--- src/rtl/mips_mmio_resp.sv ---
// mips_mmio_resp: MMIO responder for the MIPS data bus (region base 0xffff0000).
// Provides a GPIO register pair, a byte transmit FIFO and a compare timer.
//
// Ports:
//   clk, rst                 - core clock, asynchronous active-high reset
//   data_mmio_wr_addr_val    - write strobe; data_mmio_wr_addr / mmio_wr_data
//   data_mmio_rd_addr_val    - read strobe; data_mmio_rd_addr
//   mmio_rd_data(_val)       - registered read data and its one-cycle qualifier
//   mmio_addr_error          - one-cycle pulse for unmapped/unaligned access
//   gpio_in / gpio_out       - GPIO input (2-flop synchronized) and output register
//   tx_valid/tx_data/tx_ready- FIFO drain port (valid/ready)
//   timer_irq                - registered timer_flag & irq_en
module mips_mmio_resp #(
    parameter int TX_FIFO_DEPTH = 4,
    parameter int GPIO_W        = 32
) (
    input  logic              clk,
    input  logic              rst,
    input  logic              data_mmio_wr_addr_val,
    input  logic [31:0]       data_mmio_wr_addr,
    input  logic [31:0]       mmio_wr_data,
    input  logic              data_mmio_rd_addr_val,
    input  logic [31:0]       data_mmio_rd_addr,
    output logic [31:0]       mmio_rd_data,
    output logic              mmio_rd_data_val,
    output logic              mmio_addr_error,
    input  logic [GPIO_W-1:0] gpio_in,
    output logic [GPIO_W-1:0] gpio_out,
    output logic              tx_valid,
    output logic [7:0]        tx_data,
    input  logic              tx_ready,
    output logic              timer_irq
);

    localparam int PW = $clog2(TX_FIFO_DEPTH);
    localparam int CW = PW + 1;
    localparam logic [CW-1:0] DEPTH_C = CW'(TX_FIFO_DEPTH);

    // ---------------- address decode ----------------
    logic [2:0] wr_idx;
    logic [2:0] rd_idx;
    logic       wr_ok;
    logic       rd_ok;
    logic       wr_en;

    assign wr_idx = data_mmio_wr_addr[4:2];
    assign rd_idx = data_mmio_rd_addr[4:2];

    // Offsets 0x00..0x18, word aligned; 0x1C and beyond are unmapped.
    assign wr_ok = (data_mmio_wr_addr[31:5] == 27'd0)
                && (data_mmio_wr_addr[1:0] == 2'b00)
                && (wr_idx != 3'd7);
    assign rd_ok = (data_mmio_rd_addr[31:5] == 27'd0)
                && (data_mmio_rd_addr[1:0] == 2'b00)
                && (rd_idx != 3'd7);

    assign wr_en = data_mmio_wr_addr_val && wr_ok;

    logic wr_gpio;
    logic wr_tx;
    logic wr_cnt;
    logic wr_cmp;
    logic wr_ctrl;

    assign wr_gpio = wr_en && (wr_idx == 3'd0);
    assign wr_tx   = wr_en && (wr_idx == 3'd2);
    assign wr_cnt  = wr_en && (wr_idx == 3'd4);
    assign wr_cmp  = wr_en && (wr_idx == 3'd5);
    assign wr_ctrl = wr_en && (wr_idx == 3'd6);

    // ---------------- GPIO ----------------
    logic [GPIO_W-1:0] gpio_s1;
    logic [GPIO_W-1:0] gpio_s2;

    always_ff @(posedge clk or posedge rst) begin
        if (rst) begin
            gpio_out <= '0;
            gpio_s1  <= '0;
            gpio_s2  <= '0;
        end else begin
            gpio_s1 <= gpio_in;
            gpio_s2 <= gpio_s1;
            if (wr_gpio)
                gpio_out <= mmio_wr_data[GPIO_W-1:0];
        end
    end

    // ---------------- TX FIFO ----------------
    logic [7:0]    mem [TX_FIFO_DEPTH];
    logic [PW-1:0] head;
    logic [PW-1:0] tail;
    logic [CW-1:0] count;
    logic          full;
    logic          empty;
    logic          pop;
    logic          accept;
    logic          tx_overflow;

    assign full     = (count == DEPTH_C);
    assign empty    = (count == '0);
    assign tx_valid = !empty;
    assign tx_data  = mem[head];
    assign pop      = tx_valid && tx_ready;
    // A pop in the same cycle frees the slot the push needs.
    assign accept   = wr_tx && (!full || pop);

    always_ff @(posedge clk or posedge rst) begin
        if (rst) begin
            head        <= '0;
            tail        <= '0;
            count       <= '0;
            tx_overflow <= 1'b0;
            for (int i = 0; i < TX_FIFO_DEPTH; i++)
                mem[i] <= 8'd0;
        end else begin
            if (accept) begin
                mem[tail] <= mmio_wr_data[7:0];
                tail      <= tail + PW'(1);
            end
            if (pop)
                head <= head + PW'(1);
            count <= count + CW'(accept) - CW'(pop);
            if (wr_tx && !accept)
                tx_overflow <= 1'b1;
            else if (wr_ctrl && mmio_wr_data[2])
                tx_overflow <= 1'b0;
        end
    end

    // ---------------- timer ----------------
    logic [31:0] timer_cnt;
    logic [31:0] timer_cmp;
    logic        timer_en;
    logic        irq_en;
    logic        timer_flag;
    logic        hit;
    logic        flag_d;
    logic        irq_en_d;

    assign hit = timer_en && (timer_cnt == timer_cmp);

    // A compare hit outranks a same-cycle clear request.
    always_comb begin
        flag_d = timer_flag;
        if (wr_ctrl && mmio_wr_data[1])
            flag_d = 1'b0;
        if (hit)
            flag_d = 1'b1;
        irq_en_d = wr_ctrl ? mmio_wr_data[3] : irq_en;
    end

    always_ff @(posedge clk or posedge rst) begin
        if (rst) begin
            timer_cnt  <= '0;
            timer_cmp  <= '0;
            timer_en   <= 1'b0;
            irq_en     <= 1'b0;
            timer_flag <= 1'b0;
            timer_irq  <= 1'b0;
        end else begin
            if (wr_cnt)
                timer_cnt <= mmio_wr_data;
            else if (timer_en)
                timer_cnt <= hit ? 32'd0 : timer_cnt + 32'd1;
            if (wr_cmp)
                timer_cmp <= mmio_wr_data;
            if (wr_ctrl)
                timer_en <= mmio_wr_data[0];
            irq_en     <= irq_en_d;
            timer_flag <= flag_d;
            // Registered copy of the next flag/irq_en, so no input path.
            timer_irq  <= flag_d && irq_en_d;
        end
    end

    // ---------------- read path ----------------
    logic [31:0] status;
    logic [31:0] rd_word;

    assign status = {18'd0, tx_overflow, timer_flag, 3'd0,
                     5'(count), 2'd0, empty, full};

    always_comb begin
        rd_word = 32'd0;
        if (rd_ok) begin
            case (rd_idx)
                3'd0:    rd_word = 32'(gpio_out);
                3'd1:    rd_word = 32'(gpio_s2);
                3'd3:    rd_word = status;
                3'd4:    rd_word = timer_cnt;
                3'd5:    rd_word = timer_cmp;
                3'd6:    rd_word = {28'd0, irq_en, 2'b00, timer_en};
                default: rd_word = 32'd0;
            endcase
        end
    end

    always_ff @(posedge clk or posedge rst) begin
        if (rst) begin
            mmio_rd_data     <= '0;
            mmio_rd_data_val <= 1'b0;
            mmio_addr_error  <= 1'b0;
        end else begin
            mmio_rd_data_val <= data_mmio_rd_addr_val;
            if (data_mmio_rd_addr_val)
                mmio_rd_data <= rd_word;
            mmio_addr_error <= (data_mmio_wr_addr_val && !wr_ok)
                            || (data_mmio_rd_addr_val && !rd_ok);
        end
    end

endmodule

--- config.mk ---
export PLATFORM = sky130hd
export DESIGN_NAME = mips_mmio_resp
export DESIGN_NICKNAME = d
export VERILOG_FILES = /design/src/rtl/mips_mmio_resp.sv
export SDC_FILE = /design/constraint.sdc
export NUM_CORES = 1
export LEC_CHECK = 0
export ABC_AREA = 1
export CORE_MARGIN = 1
export CORE_UTILIZATION = 48
export DETAILED_ROUTE_END_ITERATION = 8
export PLACE_DENSITY = 0.77
export SLEW_MARGIN = 5
export SYNTH_ARGS = -nofsm -noshare
export SYNTH_HDL_FRONTEND = slang
export SYNTH_SLANG_ARGS = --single-unit
--- constraint.sdc ---
create_clock -name clk -period 7.5 [get_ports clk]
set_clock_uncertainty 0.1 [all_clocks]
set_input_delay 1.5 -clock clk [delete_from_list [all_inputs] [get_ports clk]]
set_output_delay 1.5 -clock clk [all_outputs]
set_load 0.005 [all_outputs]
==> impl_metrics.ini <==
[timing]
setup_viol = 0
slew_viol_final = 0
max_slew_margin_pct = 15.05
fin_crit_sh_pct = 54.68
fmax_mhz = 243.8
fin_ws_ps = 3399
final-hold-violation-count = 0
grt_setup_unrepaired = false
tightest_slew_ps = 1273
finalCriticalPeriod_ps = 4101
tns_ps = 0

[hold_path]
worstHoldStart = gpio_s1[21]
min_to = gpio_s2[21]
hold_class = flip-flop to flip-flop
min_path_cells = 0

[flow_run]
cap_violations = 0

[worst_setup_path]
worstSetupEndpointType = primary output
slowest_delay_ps = 680
crit_family = buffers and inverters
worstPathMaxFanout = 18
worstPathArrival_ps = 2500
r2r_slack_ps = 4910
worstPathRequired_ps = 5900
crit_buf_inv = 2
criticalPathCategory = flip-flop to primary output
rr_endpoint = count[2]
r2r_start = count[1]
reg2reg_depth = 11
start_kind = flip-flop
crit_chain = inv_1 > o21ai_0 > o22ai_1 > clkdlybuf4s50_1
slowest_stage = dfrtp_1

[pwr]
power_density_nw_per_um2 = 199.9
sw_frac_of_total_pct = 24.94
ir_worst_vdd_uv = 148.6
seqPwrFrac_pct = 45.6
p_sw_w = 0.0007397
pwr-share-clk_pct = 42.1
comb_power_share_pct = 12.3
internal_power_w = 0.002227
p_leak_nw = 6.873

[clock_tree]
cts_sinks = 238
cts_tree = yes
hold_buffers = 0
cts_inserted_buffers = 25
cts_resized = 0
cts_setup_buffers = 0
clkLatencyLatePin_ps = 530
cts_buffer_depth = 3
clockRootBuffer = clkbuf_16
clk_pin_slew_ps = 60
ctsHtreeMaxLevel = 1

[placement]
gp_congestion = 0.9134
hpwl_um = 22260
placed_area_um2 = 14000
numPortBuffers = 208
post-place-ws_ps = 2895

[logic_synthesis]
synth.cell_area_um2 = 11740
synth-edff-count = 0
ys_seq_area_share_pct = 50.72
yosysWarningCount = 0
ys_types = 36
synth_ff_type = dfrtp_1
avgSynthCellArea_um2 = 7.886
synth-seq-cells = 238
async_reset_ff_share_pct = 100.0
netlist_instances = 1489
postSynthNetCount = 1630

[final_layout]
multi_input_area_um2 = 4830
register_area_um2 = 5956
nets = 1799
antenna_cells = 0
layout_commonest_cell = nand2_1
final_cell_mix = nand2_1 (453), dfrtp_1 (238), clkdlybuf4s50_1 (207)
area_growth_pct = 26.37
layout-drive-gt1-share_pct = 4.770
final_area_um2 = 14840
fillers = 2025

[floorplan]
top_level_ports = 209
core_um2 = 23750
die_area_um2 = 25090
initial_core_util_pct = 49.44
dieWidth_um = 158.4
row_count = 56
die_h_um = 158.4

[routing]
vias = 10443
totalWireLength_um = 32280
dr.pass1.iters = 5
wl_per_cell_um = 16.17
drtAntennaViolNets = 0
first_iter_violations = 943
viasPerCell = 5.232
drc = 0

[grt]
grt_pass1_wl_um = 51010
grt_usage_pct = 26.11
grt_pass1_vias = 9884
antenna_found_initial = 0
grt_max_degree = 103
gr-total-overflow = 0

[run_status]
status = completed
cell type report:
| class | count | share of cell area [%] |
|---|---|---|
| well taps | 319 | 2.690 |
| inverters | 175 | 4.452 |
| repair buffers | 217 | 14.54 |
| clock inverters | 9 | 0.5143 |
| clock buffers | 37 | 5.126 |
| multi-input cells | 1001 | 32.55 |
| flip-flops and latches | 238 | 40.13 |
layer usage:
metal | track usage (%) | part of all wire [%] | up-vias
li1 | - | - | 5080
met2 | 39.81 | 45 | 411
met5 | 0 | 0 | -
met4 | 7.784 | 2.3 | 0
met3 | 5.335 | 8.6 | 57
met1 | 37.50 | 45 | 4895
state kept, by name, indices dropped and copies added, names as in the netlist, 2 cells and up:
register	flops
mmio_rd_data	32
gpio_s1	32
mem	32
head	2
count	3
gpio_s2	32
gpio_out	32
timer_cnt	32
tail	2
timer_cmp	32
synthesized netlist by cell type (12+ instances only):
library cell	count	share of area, %
nand4_1	47	2.5
nand2_1	453	14
o211ai_1	12	0.77
buf_2	13	0.55
xor2_1	20	1.5
nor2_1	116	3.7
o21ai_1	60	2.6
clkbuf_1	49	1.6
xnor2_1	25	1.9
o21ai_0	63	2.7
dfrtp_1	238	51
inv_1	173	5.5
nand3_1	126	5.4
power by group through the flow:
stage | Clock (W) | Combinational (W) | Sequential, W
floorplan | 0 | 0.000183 | 0.00135
global placement | 0 | 0.000364 | 0.00138
detailed placement | 0 | 0.000364 | 0.00138
CTS | 0.00126 | 0.000365 | 0.00135
global route | 0.00132 | 0.000402 | 0.00136
finish | 0.00125 | 0.000365 | 0.00135
stage by stage:
step / hold slack (ps) / cells / utilization, % / total power (W)
6_report: 241.0 / 1996 / 62.47 / 0.002966
5_1_grt: 250.6 / 1996 / 62.47 / 0.003077
4_1_cts: 245.3 / 1996 / 62.47 / 0.002982
3_5_place_dp: 234.7 / 1950 / 58.95 / 0.001739
3_3_place_gp: 233.3 / 1950 / 58.95 / 0.001739
2_1_floorplan: 231.2 / 1489 / - / 0.001536
worst max path at each step:
stage                     startpoint           end  slack, ps  cells past startpoint
3_5_place_dp   data_mmio_wr_addr[12]      count[2]       2890                     14
4_1_cts         data_mmio_wr_addr[4]      count[2]       3450                     15
2_1_floorplan                    rst      count[0]       2780                      1
3_3_place_gp   data_mmio_wr_addr[12]      count[2]       2980                     14
5_1_grt         data_mmio_wr_addr[4]  gpio_out[29]       3180                      9
6_report                     head[0]    tx_data[5]       3400                      4
kinds of logic (layout without fill, tap and decap cells):
kind of cell             after synthesis  after routing  share of synthesized area (%)
flip-flops                           238            238                          50.72
adder cells (fa/ha/maj)                8              8                         0.9163
AO/OA/AOI/OAI                        169            169                          8.087
buffers and inverters                250            438                          8.236
AND/OR/NAND/NOR                      779            779                          28.68
XOR/XNOR                              45             45                          3.356
worst reg2reg max path, delay by kind of cell (launching register included):
kind | cells | cell delay (ps)
fa+ha+maj | 3 | 800
simple gates | 3 | 690
flops | 1 | 400
xor+xnor | 2 | 350
buf+inv | 3 | 180
Note: power is estimated with default switching activity, not from simulation.
